$ cat src/rtl/uart_cmd_pkg.sv
// Shared types and constants for the UART command engine.
// Pure definitions: no latency, no flow control.
// State encoding, default opcodes and the buffer index-width helper.
package uart_cmd_pkg;

    typedef enum logic [2:0] {
        IDLE,
        GET_LEN,
        GET_DATA,
        DISPLAY,
        TX_LEN,
        TX_DATA
    } state_e;

    localparam logic [7:0] OP_READ_DFLT  = 8'h2A;
    localparam logic [7:0] OP_WRITE_DFLT = 8'h45;

    // At least one address bit so a single-entry buffer still has a legal port.
    function automatic int idx_w(input int depth);
        return (depth <= 1) ? 1 : $clog2(depth);
    endfunction

endpackage

$ cat src/rtl/uart_cmd_buffer.sv
// Payload store: DEPTH x DATA_W register file, one synchronous write, one combinational read.
// Write lands on the next edge; read is same-cycle.
// No flow control: the FSM guarantees legal addresses. Contents survive reset.
module uart_cmd_buffer #(
    parameter int DATA_W = 8,
    parameter int DEPTH  = 16,
    parameter int AW     = 4
) (
    input  logic              clk,
    input  logic              wr_en,
    input  logic [AW-1:0]     wr_addr,
    input  logic [DATA_W-1:0] wr_dat,
    input  logic [AW-1:0]     rd_addr,
    output logic [DATA_W-1:0] rd_dat
);

    logic [DATA_W-1:0] mem_q [DEPTH];
    logic [DATA_W-1:0] mem_d [DEPTH];

    always_comb begin
        mem_d = mem_q;
        if (wr_en) begin
            mem_d[wr_addr] = wr_dat;
        end
    end

    always_ff @(posedge clk) begin
        mem_q <= mem_d;
    end

    assign rd_dat = mem_q[rd_addr];

endmodule

$ cat src/rtl/uart_cmd_fsm.sv
// Framed UART command engine (WRITE len+payload -> display, READ -> stream back); UART_CMD_TIMEOUT_EN adds a receive timeout.
// Latency: recv to state change 1 cycle; last payload word to first display_valid 1 cycle; send registered after the tx_ready cycle.
// Backpressure: transmit stalls while tx_ready=0; display never stalls; words received while busy are dropped with an error pulse.
module uart_cmd_fsm
    import uart_cmd_pkg::*;
#(
    parameter int          DATA_W   = 8,
    parameter int          DEPTH    = 16,
    parameter logic [7:0]  OP_READ  = OP_READ_DFLT,
    parameter logic [7:0]  OP_WRITE = OP_WRITE_DFLT
`ifdef UART_CMD_TIMEOUT_EN
    ,
    parameter int          TIMEOUT_CYC = 1000
`endif
) (
    input  logic              clk,
    input  logic              reset,
    input  logic              recv,
    input  logic [DATA_W-1:0] uart_rx,
    input  logic              tx_ready,
    output logic              send,
    output logic [DATA_W-1:0] uart_tx,
    output logic              display_valid,
    output logic [DATA_W-1:0] display_data,
    output logic              busy,
    output logic              error
);

    localparam int IDX_W = idx_w(DEPTH);
    localparam int CNT_W = IDX_W + 1;
    localparam logic [DATA_W-1:0] OP_RD_W   = DATA_W'(OP_READ);
    localparam logic [DATA_W-1:0] OP_WR_W   = DATA_W'(OP_WRITE);
    localparam logic [DATA_W:0]   DEPTH_LIM = (DATA_W + 1)'(DEPTH);

    state_e            state_q, state_d;
    logic [CNT_W-1:0]  count_q, count_d;
    logic [CNT_W-1:0]  index_q, index_d;
    logic              send_q, send_d;
    logic [DATA_W-1:0] uart_tx_q, uart_tx_d;
    logic              display_valid_q, display_valid_d;
    logic [DATA_W-1:0] display_data_q, display_data_d;
    logic              error_q, error_d;

    logic              buf_we;
    logic [IDX_W-1:0]  buf_waddr;
    logic [IDX_W-1:0]  buf_raddr;
    logic [DATA_W-1:0] buf_rdat;
    logic              len_ok;

`ifdef UART_CMD_TIMEOUT_EN
    localparam int TMO_W = $clog2(TIMEOUT_CYC + 1);
    logic [TMO_W-1:0]  tmo_q, tmo_d;
`endif

    assign len_ok = (uart_rx != '0) && ({1'b0, uart_rx} <= DEPTH_LIM);

    always_comb begin
        state_d         = state_q;
        count_d         = count_q;
        index_d         = index_q;
        send_d          = 1'b0;
        uart_tx_d       = uart_tx_q;
        display_valid_d = 1'b0;
        display_data_d  = display_data_q;
        error_d         = 1'b0;
        buf_we          = 1'b0;
        buf_waddr       = index_q[IDX_W-1:0];
        buf_raddr       = index_q[IDX_W-1:0];

        case (state_q)
            IDLE: begin
                if (recv) begin
                    if (uart_rx == OP_WR_W) begin
                        state_d = GET_LEN;
                    end else if (uart_rx == OP_RD_W) begin
                        state_d = TX_LEN;
                    end else begin
                        error_d = 1'b1;
                    end
                end
            end
            GET_LEN: begin
                if (recv) begin
                    if (len_ok) begin
                        count_d = CNT_W'(uart_rx);
                        index_d = '0;
                        state_d = GET_DATA;
                    end else begin
                        error_d = 1'b1;
                        state_d = IDLE;
                    end
                end
            end
            GET_DATA: begin
                // Pre-fetch word 0 so the first display word is registered on the last recv.
                buf_raddr = '0;
                if (recv) begin
                    buf_we  = 1'b1;
                    index_d = index_q + CNT_W'(1);
                    if (index_q == count_q - CNT_W'(1)) begin
                        state_d         = DISPLAY;
                        index_d         = CNT_W'(1);
                        display_valid_d = 1'b1;
                        display_data_d  = (index_q == '0) ? uart_rx : buf_rdat;
                    end
                end
            end
            DISPLAY: begin
                // index_q counts words already presented on display_data.
                if (index_q == count_q) begin
                    state_d = IDLE;
                    index_d = '0;
                end else begin
                    display_valid_d = 1'b1;
                    display_data_d  = buf_rdat;
                    index_d         = index_q + CNT_W'(1);
                end
                if (recv) begin
                    error_d = 1'b1;
                end
            end
            TX_LEN: begin
                if (tx_ready) begin
                    send_d    = 1'b1;
                    uart_tx_d = DATA_W'(count_q);
                    index_d   = '0;
                    state_d   = (count_q == '0) ? IDLE : TX_DATA;
                end
                if (recv) begin
                    error_d = 1'b1;
                end
            end
            TX_DATA: begin
                if (tx_ready) begin
                    send_d    = 1'b1;
                    uart_tx_d = buf_rdat;
                    index_d   = index_q + CNT_W'(1);
                    if (index_q == count_q - CNT_W'(1)) begin
                        state_d = IDLE;
                        index_d = '0;
                    end
                end
                if (recv) begin
                    error_d = 1'b1;
                end
            end
            default: begin
                state_d = IDLE;
            end
        endcase

`ifdef UART_CMD_TIMEOUT_EN
        tmo_d = '0;
        if ((state_q == GET_LEN || state_q == GET_DATA) && !recv) begin
            if (tmo_q == TMO_W'(TIMEOUT_CYC - 1)) begin
                error_d = 1'b1;
                state_d = IDLE;
                count_d = '0;
                index_d = '0;
            end else begin
                tmo_d = tmo_q + TMO_W'(1);
            end
        end
`endif
    end

    always_ff @(posedge clk) begin
        if (reset) begin
            state_q         <= IDLE;
            count_q         <= '0;
            index_q         <= '0;
            send_q          <= 1'b0;
            uart_tx_q       <= '0;
            display_valid_q <= 1'b0;
            display_data_q  <= '0;
            error_q         <= 1'b0;
`ifdef UART_CMD_TIMEOUT_EN
            tmo_q           <= '0;
`endif
        end else begin
            state_q         <= state_d;
            count_q         <= count_d;
            index_q         <= index_d;
            send_q          <= send_d;
            uart_tx_q       <= uart_tx_d;
            display_valid_q <= display_valid_d;
            display_data_q  <= display_data_d;
            error_q         <= error_d;
`ifdef UART_CMD_TIMEOUT_EN
            tmo_q           <= tmo_d;
`endif
        end
    end

    uart_cmd_buffer #(
        .DATA_W (DATA_W),
        .DEPTH  (DEPTH),
        .AW     (IDX_W)
    ) u_buffer (
        .clk     (clk),
        .wr_en   (buf_we),
        .wr_addr (buf_waddr),
        .wr_dat  (uart_rx),
        .rd_addr (buf_raddr),
        .rd_dat  (buf_rdat)
    );

    assign send          = send_q;
    assign uart_tx       = uart_tx_q;
    assign display_valid = display_valid_q;
    assign display_data  = display_data_q;
    assign busy          = (state_q != IDLE);
    assign error         = error_q;

endmodule

$ cat config.mk
export PLATFORM = sky130hd
export DESIGN_NAME = uart_cmd_fsm
export DESIGN_NICKNAME = d
export VERILOG_FILES = /design/src/rtl/uart_cmd_pkg.sv /design/src/rtl/uart_cmd_buffer.sv /design/src/rtl/uart_cmd_fsm.sv
export SDC_FILE = /design/constraint.sdc
export NUM_CORES = 1
export LEC_CHECK = 0
export CELL_PAD_IN_SITES_DETAIL_PLACEMENT = 1
export CELL_PAD_IN_SITES_GLOBAL_PLACEMENT = 1
export CORE_UTILIZATION = 50
export DETAILED_ROUTE_END_ITERATION = 8
export PLACE_DENSITY_LB_ADDON = 0.2
export SYNTH_ARGS = -nofsm -noshare
export SYNTH_HDL_FRONTEND = slang
export SYNTH_HIERARCHICAL = 1
export SYNTH_SLANG_ARGS = --single-unit
$ cat constraint.sdc
create_clock -name clk -period 2.9 [get_ports clk]
set_clock_uncertainty 0.2 [all_clocks]
set_input_delay 0.87 -clock clk [delete_from_list [all_inputs] [get_ports clk]]
set_output_delay 0.87 -clock clk [all_outputs]
set_load 0.03 [all_outputs]
---- Word-level counts from Yosys, hierarchy flattened ----
Cells that the tools add are included.
Widths: inputs -> output; s select.
word-level totals
  register bits after elaboration ......... 160
  logic and storage cells ................. 121
operators by class
  reductions and logical operators ........ 18
  eq/ne operators ......................... 20
  magnitude comparators ................... 4
  muxes and demuxes ....................... 50
  add/subtract/negate cells ............... 2
  bitwise gates (word level) .............. 3
operator list
  cell                count
  $bwmux 128          1
  $mux 8              9
  $mux 5              8
  $mux 3              11
  $bmux 8 s4          1
  $demux 8 s4         1
  $pmux 8 s2          2
  $pmux 5 s5          1
  $ne 2x2->1 const B  10
  $pmux 3 s6          1
  $mux 1              11
  $eq 5x5->1          2
  $ge 5x5->1 const B  2
  $logic_not 5->1     2
  $not 4->5           2
  $reduce_and 9->1    1
  $eq 8x6->1 const B  1
  $eq 8x7->1 const B  1
  $le 8x5->1 const B  1
  $reduce_bool 8->1   1
  $eq 3x2->1 const B  2
  $eq 3x3->1 const B  2
  $reduce_and 3->1    2
  $reduce_and 6->1    1
  other kinds (18)    21

---- Depth between registers and ports, before layout ----
Gate-level depths: netlist (run 1).
  depth after elaboration ................. 10
  mapped depth ............................ 11

---- Modules after synthesis ----
Netlist (run 1), hierarchy kept.
modules (own cells, without submodules)
  module           area each (um2)  seq. area each (um2)  cells an instance  instances
  uart_cmd_buffer  5009.8           3843.7                226                1
  uart_cmd_fsm     1859.3           640.6                 219                1

---- Worst setup path after synthesis (run 1) ----
OpenSTA, ideal clock, no wires.
  path kind ............................... input port to flip-flop
  start point ............................. input uart_rx[0]
  end point ............................... register count_q[0]
  slack ................................... 0.127 ns
  path buffers ............................ 1
  arrival time ............................ 2.446 ns
  cell stages on the path ................. 7
  cell sequence ........................... nor4_1 -> xor2_1 -> or4_1 -> or3_1 -> clkbuf_1 -> mux2i_1 -> nor2_1
on the way
  word-level cells in the longest chain between the ends .. 3
  elaborated cells on any way between the ends .. 4
  classes of those cells .................. order compare: 1; reduce/logical: 3
ends and longest elaborated chain
  element                                                 line                 RTL
  start, declared                                         uart_cmd_fsm.sv:19   input logic [DATA_W-1:0] uart_rx,
  $le 8x5->1 / $reduce_bool 8->1 (equally long branches)  uart_cmd_fsm.sv:55   assign len_ok = (uart_rx != '0) && ({1'b0, uart_rx} <= DEPTH_LIM);
  $logic_and 1x1->1                                       uart_cmd_fsm.sv:55
  $reduce_and 3->1 (no line)                              n/a
  end signal, assigned                                    uart_cmd_fsm.sv:182  count_q <= count_d;
  end, declared                                           uart_cmd_fsm.sv:36   logic [CNT_W-1:0] count_q, count_d;
Parallel ways exist; a longest one is shown, timed or not.
A chain may end at the register's enable or synchronous reset.

---- Worst setup path after layout (run 1) ----
  start point ............................. register state_q[2]
  end point ............................... register display_data_q[5] (netlist: display_data[5])
on the way
  word-level cells in the longest chain between the ends .. 10
  elaborated cells on any way between the ends .. 17
  classes of those cells .................. eq/ne: 5; mux: 9; bitwise: 1; reduce/logical: 2
ends and longest elaborated chain
  element                                        line                   RTL
  start, declared                                uart_cmd_fsm.sv:35     state_e state_q, state_d;
  start signal, assigned                         uart_cmd_fsm.sv:181    state_q <= state_d;
  $eq 3x2->1 (*)                                 uart_cmd_fsm.sv:70     case (state_q)
  $mux 4 (*)                                     uart_cmd_fsm.sv:70
  named net buf_raddr[0]                         uart_cmd_fsm.sv:46     logic [IDX_W-1:0] buf_raddr;
  $not 4->5 (implied by the code) (*)            uart_cmd_buffer.sv:31  assign rd_dat = mem_q[rd_addr];
  $bmux 8 s4 (*)                                 uart_cmd_buffer.sv:31
  $mux 8 (implied by the code) (*) (2 in a row)  uart_cmd_buffer.sv:31
  named net buf_rdat[5]                          uart_cmd_fsm.sv:47     logic [DATA_W-1:0] buf_rdat;
  $mux 8                                         uart_cmd_fsm.sv:104    display_data_d = (index_q == '0) ? uart_rx : buf_rdat;
  $mux 8                                         uart_cmd_fsm.sv:100    if (index_q == count_q - CNT_W'(1)) begin
  $mux 8                                         uart_cmd_fsm.sv:97     if (recv) begin
  $pmux 8 s2 (*)                                 uart_cmd_fsm.sv:70
  end signal, assigned                           uart_cmd_fsm.sv:187    display_data_q <= display_data_d;
  end, declared                                  uart_cmd_fsm.sv:41     logic [DATA_W-1:0] display_data_q, display_data_d;
The timed path passes the listed nets; every way through them passes the cells marked *. The select of a mux whose other input is x is not followed.

==> run_summary.xml, run 1 <==
<?xml version="1.0" encoding="UTF-8"?>
<metrics>
  <group name="yosys">
    <metric name="syn_area" unit="um^2">6870</metric>
    <metric name="synth.avg_cell_area" unit="um^2">15.4</metric>
    <metric name="postSynthRegisterBits" unit="">160</metric>
    <metric name="synth_area_leaders" unit="">sky130_fd_sc_hd__edfxtp_1, sky130_fd_sc_hd__dfxtp_1, sky130_fd_sc_hd__mux4_2, sky130_fd_sc_hd__mux4_1, sky130_fd_sc_hd__mux2i_1</metric>
    <metric name="synthesis.nets" unit="">460</metric>
    <metric name="syn_inst" unit="">445</metric>
    <metric name="netlist.area_leader.share" unit="">0.560</metric>
    <metric name="synth_sequential_area_ratio" unit="">0.653</metric>
    <metric name="synth_area_leader_cell" unit="">sky130_fd_sc_hd__edfxtp_1</metric>
    <metric name="synthFlopType" unit="">sky130_fd_sc_hd__edfxtp_1</metric>
    <metric name="yosys.cell_types.count" unit="">53</metric>
    <metric name="number_of_enable_flip_flop_cells_after_synthesis" unit="">128</metric>
    <metric name="synthArstFlopShare" unit="">0</metric>
    <metric name="ys.warnings.count" unit="">6</metric>
  </group>
  <group name="placed_design">
    <metric name="place_hpwl" unit="um">12300</metric>
    <metric name="port-buffer-count" unit="">31</metric>
    <metric name="place.gp.congestion" unit="">0.878</metric>
  </group>
  <group name="floorplan">
    <metric name="core" unit="um^2">13300</metric>
    <metric name="floorplan.io_pins" unit="">32</metric>
    <metric name="starting_density_of_the_core" unit="">0.517</metric>
    <metric name="num_rows" unit="">42</metric>
    <metric name="fp.dieArea" unit="um^2">14200</metric>
    <metric name="fp.dieH" unit="um">119</metric>
    <metric name="fp.dieW" unit="um">119</metric>
  </group>
  <group name="detailed_routing">
    <metric name="drt-vias-per-instance" unit="">6.14</metric>
    <metric name="drt-wirelength-per-cell" unit="um">25.6</metric>
    <metric name="routed_wl" unit="um">18300</metric>
    <metric name="dr_total_vias" unit="">4383</metric>
    <metric name="first_iter_violations" unit="">411</metric>
    <metric name="dr_drc_count" unit="">0</metric>
    <metric name="detailed_router_iteration_count_before_antenna_repair" unit="">5</metric>
    <metric name="ant_nets" unit="">0</metric>
  </group>
  <group name="outcome">
    <metric name="run_status" unit="">complete, no violations</metric>
  </group>
  <group name="final_layout">
    <metric name="utilization" unit="">0.630</metric>
    <metric name="final_cell_mix" unit="">sky130_fd_sc_hd__edfxtp_1, sky130_fd_sc_hd__buf_4, sky130_fd_sc_hd__nor2_1, sky130_fd_sc_hd__dfxtp_1, sky130_fd_sc_hd__nand2_1</metric>
    <metric name="final_common_cell" unit="">sky130_fd_sc_hd__edfxtp_1</metric>
    <metric name="antenna-diode-count" unit="">0</metric>
    <metric name="area.growth.synth_to_final" unit="%">21.9</metric>
    <metric name="finish.net_count" unit="">541</metric>
    <metric name="drive_gt1_frac" unit="">0.245</metric>
  </group>
  <group name="critical_path">
    <metric name="critPathRequiredTime" unit="ns">2.99</metric>
    <metric name="cp_common_cell" unit="">sky130_fd_sc_hd__nor2_4</metric>
    <metric name="crit_type" unit="">register to register</metric>
    <metric name="critical_path.endpoint_type" unit="">register</metric>
    <metric name="critical_path.max_fanout" unit="">13</metric>
    <metric name="worst-endpoint-arrival" unit="ns">2.92</metric>
    <metric name="critical_path.cell_chain" unit="">nand2b_1, nor2_4, buf_4, nor2_4, buf_12, mux4_1, a22oi_2, nand2_1, mux2i_1, a211oi_1</metric>
    <metric name="crit_path_top_delay_cell" unit="">sky130_fd_sc_hd__mux4_1</metric>
    <metric name="critical-path-max-stage-delay" unit="ns">0.60</metric>
    <metric name="critPathLaunchType" unit="">register</metric>
    <metric name="worst_r2r_path_depth" unit="">10</metric>
  </group>
  <group name="flow_run">
    <metric name="cap_violations" unit="">0</metric>
  </group>
  <group name="timing">
    <metric name="setup-violations-final" unit="">0</metric>
    <metric name="fin_worst_hold_slack" unit="ns">0.253</metric>
    <metric name="finalWorstPathRequiredPeriod" unit="ns">2.83</metric>
    <metric name="final.period_utilization" unit="">0.977</metric>
    <metric name="timing.final.max_slew_violations" unit="">0</metric>
    <metric name="finalHoldViolCount" unit="">0</metric>
    <metric name="max_slew.worst_pin.slew" unit="ns">0.764</metric>
    <metric name="slew_headroom" unit="">0.489</metric>
    <metric name="max_freq" unit="MHz">353</metric>
  </group>
  <group name="grt">
    <metric name="grt_start_max_net_pins" unit="">27</metric>
    <metric name="grt_first_pass_wirelength" unit="um">27300</metric>
    <metric name="antenna_found_initial" unit="">0</metric>
    <metric name="globalRoute.totalOverflow" unit="">0</metric>
    <metric name="grt_pass1_vias" unit="">4581</metric>
    <metric name="grt_util_all_layers" unit="">0.274</metric>
  </group>
  <group name="cts">
    <metric name="tritoncts" unit="">built</metric>
    <metric name="cts_sinks" unit="">160</metric>
    <metric name="numCtsBuffers" unit="">17</metric>
    <metric name="depth_of_the_cts_h_tree" unit="">4</metric>
    <metric name="number_of_buffers_inserted_for_hold_repair_after_clock_tree_synthesis" unit="">0</metric>
    <metric name="cts.root.buffer_cell" unit="">sky130_fd_sc_hd__clkbuf_16</metric>
    <metric name="cts_max_path_buffers" unit="">2</metric>
    <metric name="worstSkewPairLatency" unit="ns">0.43</metric>
    <metric name="path_clk_slew" unit="ns">0.06</metric>
  </group>
  <group name="hold_path">
    <metric name="hold_depth" unit="">2</metric>
    <metric name="hold_path_class" unit="">register to register</metric>
  </group>
  <group name="power">
    <metric name="cellPowerDensity" unit="nW/um^2">553</metric>
    <metric name="vdd_ir_drop_max" unit="V">0.000496</metric>
    <metric name="p_leak" unit="nW">2.81</metric>
  </group>
</metrics>
==> cells by family (layout without fill, tap and decap cells) <==
kind of cell | after synthesis | in the layout | share of synthesized area
AO/OA/AOI/OAI | 65 | 65 | 0.0718
XOR/XNOR | 9 | 9 | 0.0115
adder cells (fa/ha/maj) | 3 | 3 | 0.00547
buffers and inverters | 34 | 127 | 0.0275
flip-flops | 160 | 160 | 0.653
multiplexers | 50 | 50 | 0.139
AND/OR/NAND/NOR | 124 | 124 | 0.0922
==> routing by layer <==
| layer | GRT usage | wire, um |
|---|---|---|
| met1 | 0.343 | 7610 |
| met2 | 0.464 | 9340 |
| met3 | 0.0527 | 864 |
| met4 | 0.117 | 476 |
| met5 | 0 | 0 |
==> per-stage QoR <==
stage	instances	area [um^2]	setup TNS, ns	power (W)	setup slack (ns)
2_1_floorplan	445	6870	0	0.00255	0.127
3_3_place_gp	682	7710	-6.79	0.00263	-0.623
3_5_place_dp	682	7710	-7.31	0.00263	-0.686
4_1_cts	713	8270	0	0.00466	0.0182
5_1_grt	714	8380	-0.0261	0.00474	-0.0181
6_report	714	8380	0	0.00463	0.0681
==> Yosys cell counts (2+ instances only) <==
master                            count
sky130_fd_sc_hd__ha_1                 3
sky130_fd_sc_hd__nor3b_1              2
sky130_fd_sc_hd__nor2_1              35
sky130_fd_sc_hd__clkdlybuf4s25_2      3
sky130_fd_sc_hd__edfxtp_1           128
sky130_fd_sc_hd__nand2_1             26
sky130_fd_sc_hd__mux4_1              14
sky130_fd_sc_hd__xor2_1               6
sky130_fd_sc_hd__mux4_2              18
sky130_fd_sc_hd__inv_1                7
sky130_fd_sc_hd__a22oi_1             16
sky130_fd_sc_hd__o21ai_0              6
sky130_fd_sc_hd__nand2b_1             9
sky130_fd_sc_hd__buf_2                4
sky130_fd_sc_hd__nor4_1               6
sky130_fd_sc_hd__or3b_2               2
sky130_fd_sc_hd__o22ai_1              2
sky130_fd_sc_hd__a211oi_1            14
sky130_fd_sc_hd__or3_1                2
sky130_fd_sc_hd__dfxtp_1             32
sky130_fd_sc_hd__buf_4                2
sky130_fd_sc_hd__buf_6                4
sky130_fd_sc_hd__nor3_1              13
sky130_fd_sc_hd__a21oi_1              9
sky130_fd_sc_hd__nor4b_1              2
sky130_fd_sc_hd__a31oi_1              4
sky130_fd_sc_hd__clkbuf_1            14
sky130_fd_sc_hd__xnor2_1              3
sky130_fd_sc_hd__nand3_1              8
sky130_fd_sc_hd__nor2b_1              9
sky130_fd_sc_hd__a211o_1              3
sky130_fd_sc_hd__mux2i_1             18
==> final cells by class <==
class / count / area, um^2
multi-input combinational: 251 / 2290
sequential: 160 / 4480
clock buffer: 17 / 425
clock inverter: 14 / 111
inverter: 7 / 26.3
timing repair buffer: 89 / 813
fill: 1213 / 4920
tap: 176 / 220
==> state kept, by name, summed over array words and instances, names as in the netlist <==
name,cells
uart_tx,8
u_buffer/mem_q,128
display_data,8
state_q,3
send,1
index_q,5
count_q,5
error,1
display_valid,1
==> worst max-delay path, delay by kind of cell (launching register included) <==
kind / cells / cell delay (ns)
muxes: 2 / 0.80
and+or+nand+nor: 4 / 0.58
AOI/OAI and AO/OA: 2 / 0.40
buffers and inverters: 2 / 0.37
DFF: 1 / 0.33
==> power breakdown <==
part / leakage, nW / switching [W] / internal [W]
registers: 1.41 / 0.000000543 / 0.00247
logic: 1.15 / 0.0000736 / 0.0000396
clock network: 0.251 / 0.000942 / 0.00110
total: 2.81 / 0.00102 / 0.00361
==> worst paths after layout <==
kind                            slack (ns)  startpoint         endpoint
worst max-delay path                  0.07  state_q[2]  display_data[5]
worst min-delay path                  0.25  uart_tx[5]       uart_tx[5]
worst max register to register        0.07  state_q[2]  display_data[5]
worst min register to register        0.25  uart_tx[5]       uart_tx[5]
==> what timing repair did <==
item	in CTS	in global routing
pin swaps	2	4
resized for setup	7	18
buffers inserted	0	0
gates cloned	0	1
endpoints found under the setup margin	10	19
Note: power is estimated with default switching activity, not from simulation.
==> run 2, diff against run 1 <==
--- a/config.mk
+++ b/config.mk
@@ -9,2 +9,3 @@
 export CELL_PAD_IN_SITES_GLOBAL_PLACEMENT = 1
+export CORE_MARGIN = 2
 export CORE_UTILIZATION = 50
==> constraint.sdc (replaced) <==
create_clock -name clk -period 2.9 [get_ports clk]
set_clock_uncertainty 0.2 [all_clocks]
set_input_delay 0.58 -clock clk [delete_from_list [all_inputs] [get_ports clk]]
set_output_delay 0.58 -clock clk [all_outputs]
set_load 0.03 [all_outputs]
==> run_summary.xml, run 2 (synthesized netlist as in run 1, its figures left out) <==
<?xml version="1.0" encoding="UTF-8"?>
<metrics>
  <group name="hold_path">
    <metric name="hold_depth" unit="">2</metric>
    <metric name="hold_path_class" unit="">register to register</metric>
  </group>
  <group name="cts">
    <metric name="tritoncts" unit="">built</metric>
    <metric name="path_clk_slew" unit="ns">0.06</metric>
    <metric name="depth_of_the_cts_h_tree" unit="">4</metric>
    <metric name="numCtsBuffers" unit="">17</metric>
    <metric name="worstSkewPairLatency" unit="ns">0.42</metric>
    <metric name="number_of_buffers_inserted_for_hold_repair_after_clock_tree_synthesis" unit="">0</metric>
    <metric name="cts.root.buffer_cell" unit="">sky130_fd_sc_hd__clkbuf_16</metric>
    <metric name="cts_max_path_buffers" unit="">2</metric>
    <metric name="cts_sinks" unit="">160</metric>
  </group>
  <group name="detailed_routing">
    <metric name="dr_drc_count" unit="">0</metric>
    <metric name="routed_wl" unit="um">17000</metric>
    <metric name="ant_nets" unit="">0</metric>
    <metric name="drt-vias-per-instance" unit="">6.04</metric>
    <metric name="drt-wirelength-per-cell" unit="um">23.9</metric>
    <metric name="first_iter_violations" unit="">324</metric>
    <metric name="dr_total_vias" unit="">4310</metric>
    <metric name="detailed_router_iteration_count_before_antenna_repair" unit="">5</metric>
  </group>
  <group name="timing">
    <metric name="timing.final.max_slew_violations" unit="">0</metric>
    <metric name="max_freq" unit="MHz">361</metric>
    <metric name="max_slew.worst_pin.slew" unit="ns">0.504</metric>
    <metric name="finalWorstPathRequiredPeriod" unit="ns">2.77</metric>
    <metric name="finalWorstSetupSlack" unit="ns">0.127</metric>
    <metric name="setup-violations-final" unit="">0</metric>
    <metric name="fin_worst_hold_slack" unit="ns">0.248</metric>
    <metric name="slew_headroom" unit="">0.663</metric>
    <metric name="finalHoldViolCount" unit="">0</metric>
    <metric name="final.period_utilization" unit="">0.956</metric>
  </group>
  <group name="final_layout">
    <metric name="stdcell_area" unit="um^2">8290</metric>
    <metric name="finish.net_count" unit="">540</metric>
    <metric name="stdcell_count" unit="">713</metric>
    <metric name="area.growth.synth_to_final" unit="%">20.7</metric>
    <metric name="multi_input_comb_area" unit="um^2">2220</metric>
    <metric name="final_cell_mix" unit="">sky130_fd_sc_hd__edfxtp_1, sky130_fd_sc_hd__buf_4, sky130_fd_sc_hd__nor2_1</metric>
    <metric name="drive_gt1_frac" unit="">0.214</metric>
    <metric name="regArea" unit="um^2">4480</metric>
    <metric name="filler_cell_count" unit="">1248</metric>
    <metric name="max_flop_register" unit="">u_buffer/mem_q</metric>
    <metric name="antenna-diode-count" unit="">0</metric>
    <metric name="final_common_cell" unit="">sky130_fd_sc_hd__edfxtp_1</metric>
    <metric name="flip_flop_count_of_the_largest_register_all_copies_and_words_added" unit="">128</metric>
  </group>
  <group name="outcome">
    <metric name="run_status" unit="">complete, no violations</metric>
  </group>
  <group name="floorplan">
    <metric name="fp.dieH" unit="um">121</metric>
    <metric name="num_rows" unit="">42</metric>
    <metric name="fp.dieW" unit="um">121</metric>
    <metric name="fp.dieArea" unit="um^2">14700</metric>
    <metric name="floorplan.io_pins" unit="">32</metric>
    <metric name="core" unit="um^2">13300</metric>
    <metric name="starting_density_of_the_core" unit="">0.515</metric>
  </group>
  <group name="grt">
    <metric name="grt_start_max_net_pins" unit="">28</metric>
    <metric name="antenna_found_initial" unit="">0</metric>
    <metric name="grt_util_all_layers" unit="">0.249</metric>
    <metric name="grt_pass1_vias" unit="">4420</metric>
    <metric name="globalRoute.totalOverflow" unit="">0</metric>
    <metric name="grt_first_pass_wirelength" unit="um">26400</metric>
  </group>
  <group name="critical_path">
    <metric name="timing.critical_path.depth" unit="">12</metric>
    <metric name="worst-endpoint-arrival" unit="ns">2.87</metric>
    <metric name="critical_path.n_buffers_inverters" unit="">3</metric>
    <metric name="worst_r2r_path_depth" unit="">12</metric>
    <metric name="critical_path.max_fanout" unit="">11</metric>
    <metric name="crit_path_top_delay_cell" unit="">sky130_fd_sc_hd__nor2_1</metric>
    <metric name="critPathLaunchType" unit="">register</metric>
    <metric name="critPathRequiredTime" unit="ns">2.99</metric>
    <metric name="crit_type" unit="">register to register</metric>
    <metric name="critical_path.cell_chain" unit="">nand2b_1, nor2_1, buf_4, nor2_4, buf_12, buf_4, mux4_2, a22oi_1, nand2_1, nand2b_1, o2111ai_1, a21oi_1</metric>
    <metric name="critical_path.endpoint_type" unit="">register</metric>
    <metric name="critical_path.top_delay_family" unit="">simple AND/OR/NAND/NOR gates</metric>
    <metric name="critical-path-max-stage-delay" unit="ns">0.33</metric>
  </group>
  <group name="placed_design">
    <metric name="port-buffer-count" unit="">31</metric>
    <metric name="post-place-cells" unit="">673</metric>
    <metric name="dp_slack" unit="ns">-0.233</metric>
    <metric name="postPlaceCellArea" unit="um^2">7630</metric>
    <metric name="place_hpwl" unit="um">11500</metric>
    <metric name="place.gp.congestion" unit="">0.849</metric>
  </group>
  <group name="power">
    <metric name="vdd_ir_drop_max" unit="V">0.000440</metric>
    <metric name="cellPowerDensity" unit="nW/um^2">559</metric>
    <metric name="p_leak" unit="nW">2.77</metric>
  </group>
  <group name="flow_run">
    <metric name="cap_violations" unit="">0</metric>
  </group>
</metrics>
## run 2: final timing paths
kind,start,endpoint,slack [ns]
setup / recovery,state_q[2],uart_tx[4],0.13
hold / removal,uart_tx[4],uart_tx[4],0.25
setup reg to reg,state_q[2],uart_tx[4],0.13
hold reg to reg,uart_tx[4],uart_tx[4],0.25
## run 2: report_power, final
| group | total (W) | internal, W | leakage [nW] | switching, W |
|---|---|---|---|---|
| combinational | 0.000102 | 0.0000349 | 1.10 | 0.0000668 |
| sequential | 0.00248 | 0.00247 | 1.41 | 0.000000560 |
| clock | 0.00206 | 0.00117 | 0.258 | 0.000887 |
| total | 0.00464 | 0.00368 | 2.77 | 0.000954 |
## run 2: what timing repair did
item                       in CTS  in global routing
gates resized for setup         1                  2
buffers inserted                4                  5
pin swaps                       1                  1
hold endpoints to repair        0                  0
setup endpoints to repair      15                  3
## run 2: stage by stage
step	util	TNS, ns	total power [W]
after floorplan	-	0	0.00255
after global placement	0.572	-1.55	0.00262
after detailed placement	0.572	-2.95	0.00263
after CTS	0.617	0	0.00466
after global routing	0.621	-0.00262	0.00476
final	0.621	0	0.00464
## run 2: final cells by class
| class | count | area share |
|---|---|---|
| clock buffers | 17 | 0.0513 |
| clock inverters | 14 | 0.0142 |
| well taps | 176 | 0.0266 |
| flip-flops and latches | 160 | 0.541 |
| repair buffers | 88 | 0.0966 |
| inverters | 7 | 0.00317 |
| multi-input cells | 251 | 0.268 |
## run 2: worst min-delay path: cells and delay by family (launching register included)
kind / cells / cell delay, ns
flops: 1 / 0.31
compound gates: 1 / 0.05
simple gates: 1 / 0.05
## run 2: metal layers
| layer | part of all wire | routed length (um) | global-route usage | vias up |
|---|---|---|---|---|
| met1 | 0.43 | 7390 | 0.344 | 2244 |
| met5 | 0 | 0 | 0 | - |
| li1 | - | - | - | 1923 |
| met2 | 0.50 | 8480 | 0.401 | 126 |
| met3 | 0.055 | 938 | 0.0531 | 17 |
| met4 | 0.012 | 206 | 0.0769 | 0 |
==> run 3, diff against run 2 <==
ABC_CLOCK_PERIOD_IN_PS = 2900   (was not set)
PLACE_DENSITY = 0.83   (was not set)
PLACE_DENSITY_LB_ADDON = not set   (was 0.2)
==> run_summary.xml, run 3 (synthesized netlist as in run 1, its figures left out) <==
<?xml version="1.0" encoding="UTF-8"?>
<metrics>
  <group name="final_layout">
    <metric name="utilization" unit="">0.612</metric>
    <metric name="drive_gt1_frac" unit="">0.206</metric>
    <metric name="max_flop_register" unit="">u_buffer/mem_q</metric>
    <metric name="antenna-diode-count" unit="">0</metric>
    <metric name="final_common_cell" unit="">sky130_fd_sc_hd__edfxtp_1</metric>
    <metric name="finish.net_count" unit="">532</metric>
    <metric name="area.growth.synth_to_final" unit="%">18.9</metric>
    <metric name="filler_cell_count" unit="">1241</metric>
    <metric name="flip_flop_count_of_the_largest_register_all_copies_and_words_added" unit="">128</metric>
    <metric name="final_cell_mix" unit="">sky130_fd_sc_hd__edfxtp_1, sky130_fd_sc_hd__buf_4, sky130_fd_sc_hd__nor2_1, sky130_fd_sc_hd__dfxtp_1, sky130_fd_sc_hd__clkdlybuf4s50_1</metric>
  </group>
  <group name="power">
    <metric name="clock_power_share" unit="">0.435</metric>
    <metric name="internal_power" unit="W">0.00360</metric>
    <metric name="combPwrFrac" unit="">0.022</metric>
    <metric name="p_leak" unit="nW">2.70</metric>
    <metric name="cellPowerDensity" unit="nW/um^2">559</metric>
    <metric name="power_frac_seq" unit="">0.543</metric>
    <metric name="vdd_ir_drop_max" unit="V">0.000420</metric>
    <metric name="power.switching_fraction" unit="">0.212</metric>
    <metric name="report.power.total" unit="W">0.00456</metric>
    <metric name="psw" unit="W">0.000968</metric>
  </group>
  <group name="timing">
    <metric name="rsz0062_at_grt" unit="">false</metric>
    <metric name="final.period_utilization" unit="">0.958</metric>
    <metric name="slew_headroom" unit="">0.562</metric>
    <metric name="finalWorstSetupSlack" unit="ns">0.122</metric>
    <metric name="total_negative_setup_slacks" unit="ns">0</metric>
    <metric name="fin_worst_hold_slack" unit="ns">0.273</metric>
    <metric name="setup-violations-final" unit="">0</metric>
    <metric name="max_slew.worst_pin.slew" unit="ns">0.654</metric>
    <metric name="finalHoldViolCount" unit="">0</metric>
    <metric name="timing.final.max_slew_violations" unit="">0</metric>
    <metric name="finalWorstPathRequiredPeriod" unit="ns">2.78</metric>
    <metric name="max_freq" unit="MHz">360</metric>
  </group>
  <group name="detailed_routing">
    <metric name="ant_nets" unit="">0</metric>
    <metric name="first_iter_violations" unit="">383</metric>
    <metric name="drt-wirelength-per-cell" unit="um">25.8</metric>
    <metric name="dr_drc_count" unit="">0</metric>
    <metric name="routed_wl" unit="um">18200</metric>
    <metric name="detailed_router_iteration_count_before_antenna_repair" unit="">5</metric>
    <metric name="drt-vias-per-instance" unit="">6.17</metric>
    <metric name="dr_total_vias" unit="">4353</metric>
  </group>
  <group name="critical_path">
    <metric name="critical_path.max_fanout" unit="">5</metric>
    <metric name="critical-path-max-stage-delay" unit="ns">0.53</metric>
    <metric name="crit_type" unit="">primary input to register</metric>
    <metric name="critPathRequiredTime" unit="ns">3.01</metric>
    <metric name="critical_path.endpoint_type" unit="">register</metric>
    <metric name="critical_path.cell_chain" unit="">clkdlybuf4s50_1, nor4_1, xor2_1, or4_1, or3_1, mux2i_1, nor2_1</metric>
    <metric name="worst-endpoint-arrival" unit="ns">2.88</metric>
    <metric name="critPathLaunchType" unit="">primary input</metric>
    <metric name="critical_path.n_buffers_inverters" unit="">1</metric>
    <metric name="crit_path_top_delay_cell" unit="">sky130_fd_sc_hd__or3_1</metric>
    <metric name="critical_path.top_delay_family" unit="">simple AND/OR/NAND/NOR gates</metric>
  </group>
  <group name="cts">
    <metric name="cts.root.buffer_cell" unit="">sky130_fd_sc_hd__clkbuf_16</metric>
    <metric name="cts_sinks" unit="">160</metric>
    <metric name="post-cts-setup-buffer-count" unit="">0</metric>
    <metric name="worstSkewPairLatency" unit="ns">0.44</metric>
    <metric name="depth_of_the_cts_h_tree" unit="">4</metric>
    <metric name="numCtsBuffers" unit="">17</metric>
    <metric name="path_clk_slew" unit="ns">0.06</metric>
    <metric name="cts_max_path_buffers" unit="">2</metric>
    <metric name="tritoncts" unit="">built</metric>
  </group>
  <group name="floorplan">
    <metric name="starting_density_of_the_core" unit="">0.515</metric>
    <metric name="fp.dieArea" unit="um^2">14700</metric>
    <metric name="num_rows" unit="">42</metric>
    <metric name="floorplan.io_pins" unit="">32</metric>
    <metric name="fp.dieW" unit="um">121</metric>
    <metric name="fp.dieH" unit="um">121</metric>
    <metric name="core" unit="um^2">13300</metric>
  </group>
  <group name="grt">
    <metric name="grt_start_max_net_pins" unit="">33</metric>
    <metric name="grt_pass1_vias" unit="">4489</metric>
    <metric name="grt_first_pass_wirelength" unit="um">27600</metric>
    <metric name="grt_util_all_layers" unit="">0.266</metric>
    <metric name="globalRoute.totalOverflow" unit="">0</metric>
    <metric name="antenna_found_initial" unit="">0</metric>
  </group>
  <group name="outcome">
    <metric name="run_status" unit="">complete, no violations</metric>
  </group>
  <group name="flow_run">
    <metric name="cap_violations" unit="">0</metric>
  </group>
  <group name="hold_path">
    <metric name="hold_path_class" unit="">register to register</metric>
  </group>
  <group name="placed_design">
    <metric name="port-buffer-count" unit="">31</metric>
    <metric name="place.gp.congestion" unit="">0.855</metric>
    <metric name="dp_slack" unit="ns">-0.302</metric>
    <metric name="place_hpwl" unit="um">12200</metric>
  </group>
</metrics>
-- run 3: cell types whose count changed in the layout (fill, tap and decap cells not counted), sizes merged --
| cell | delta |
|---|---|
| buf | -8 |
| bufinv | -1 |
| clkbuf | +1 |
| clkinv | +1 |
| inv | -1 |
-- run 3: worst register-to-register path, stage by stage, from the launching register on --
cell and delay, ns:
sky130_fd_sc_hd__dfxtp_1 0.33, sky130_fd_sc_hd__nand2b_1 0.14, sky130_fd_sc_hd__nor2_2 0.08, sky130_fd_sc_hd__nor2_4 0.19, sky130_fd_sc_hd__buf_6 0.24, sky130_fd_sc_hd__mux4_1 0.59
sky130_fd_sc_hd__a22oi_1 0.32, sky130_fd_sc_hd__nand2_1 0.19, sky130_fd_sc_hd__mux2i_1 0.19, sky130_fd_sc_hd__a211oi_1 0.09
-- run 3: power groups by stage --
stage	sequential (W)	combinational [W]	clock, W
2_1_floorplan	0.00253	0.0000202	0
3_3_place_gp	0.00252	0.0000940	0
3_5_place_dp	0.00252	0.000101	0
4_1_cts	0.00248	0.000102	0.00201
5_1_grt	0.00247	0.000109	0.00210
6_report	0.00248	0.000102	0.00198
-- run 3: cell type report --
| cell class | count | area [um^2] | area share |
|---|---|---|---|
| Sequential cell | 160 | 4480 | 0.549 |
| Multi-Input combinational cell | 251 | 2220 | 0.272 |
| Timing Repair Buffer | 80 | 694 | 0.0850 |
| Clock buffer | 18 | 429 | 0.0525 |
| Tap cell | 176 | 220 | 0.0270 |
| Clock inverter | 13 | 92.6 | 0.0113 |
| Inverter | 7 | 26.3 | 0.00322 |
-- run 3: what timing repair did --
action / in CTS / in global routing
hold endpoints to repair: 0 / 0
endpoints found under the setup margin: 0 / 7
gates resized for setup: 0 / 5
hold buffers: 0 / 0
-- run 3: per-stage QoR --
| step | instance area (um^2) | std cells |
|---|---|---|
| 2_1_floorplan | 6870 | 445 |
| 3_3_place_gp | 7630 | 674 |
| 3_5_place_dp | 7630 | 674 |
| 4_1_cts | 8150 | 705 |
| 5_1_grt | 8170 | 705 |
| 6_report | 8170 | 705 |
-- run 3: path summary, 6_finish.rpt --
path                          end        from  slack (ns)  depth (start not counted)
setup / recovery       count_q[3]  uart_rx[1]        0.12                          7
setup reg to reg  display_data[7]  state_q[2]        0.20                          9
hold / removal         uart_tx[6]  uart_tx[6]        0.27                          2
hold reg to reg        uart_tx[6]  uart_tx[6]        0.27                          2
-- run 3: metal layers --
layer / vias up / track usage / part of all wire
met5: - / 0 / 0
met1: 2245 / 0.350 / 0.41
met3: 33 / 0.0559 / 0.066
met2: 168 / 0.438 / 0.51
li1: 1907 / - / -
met4: 0 / 0.102 / 0.021
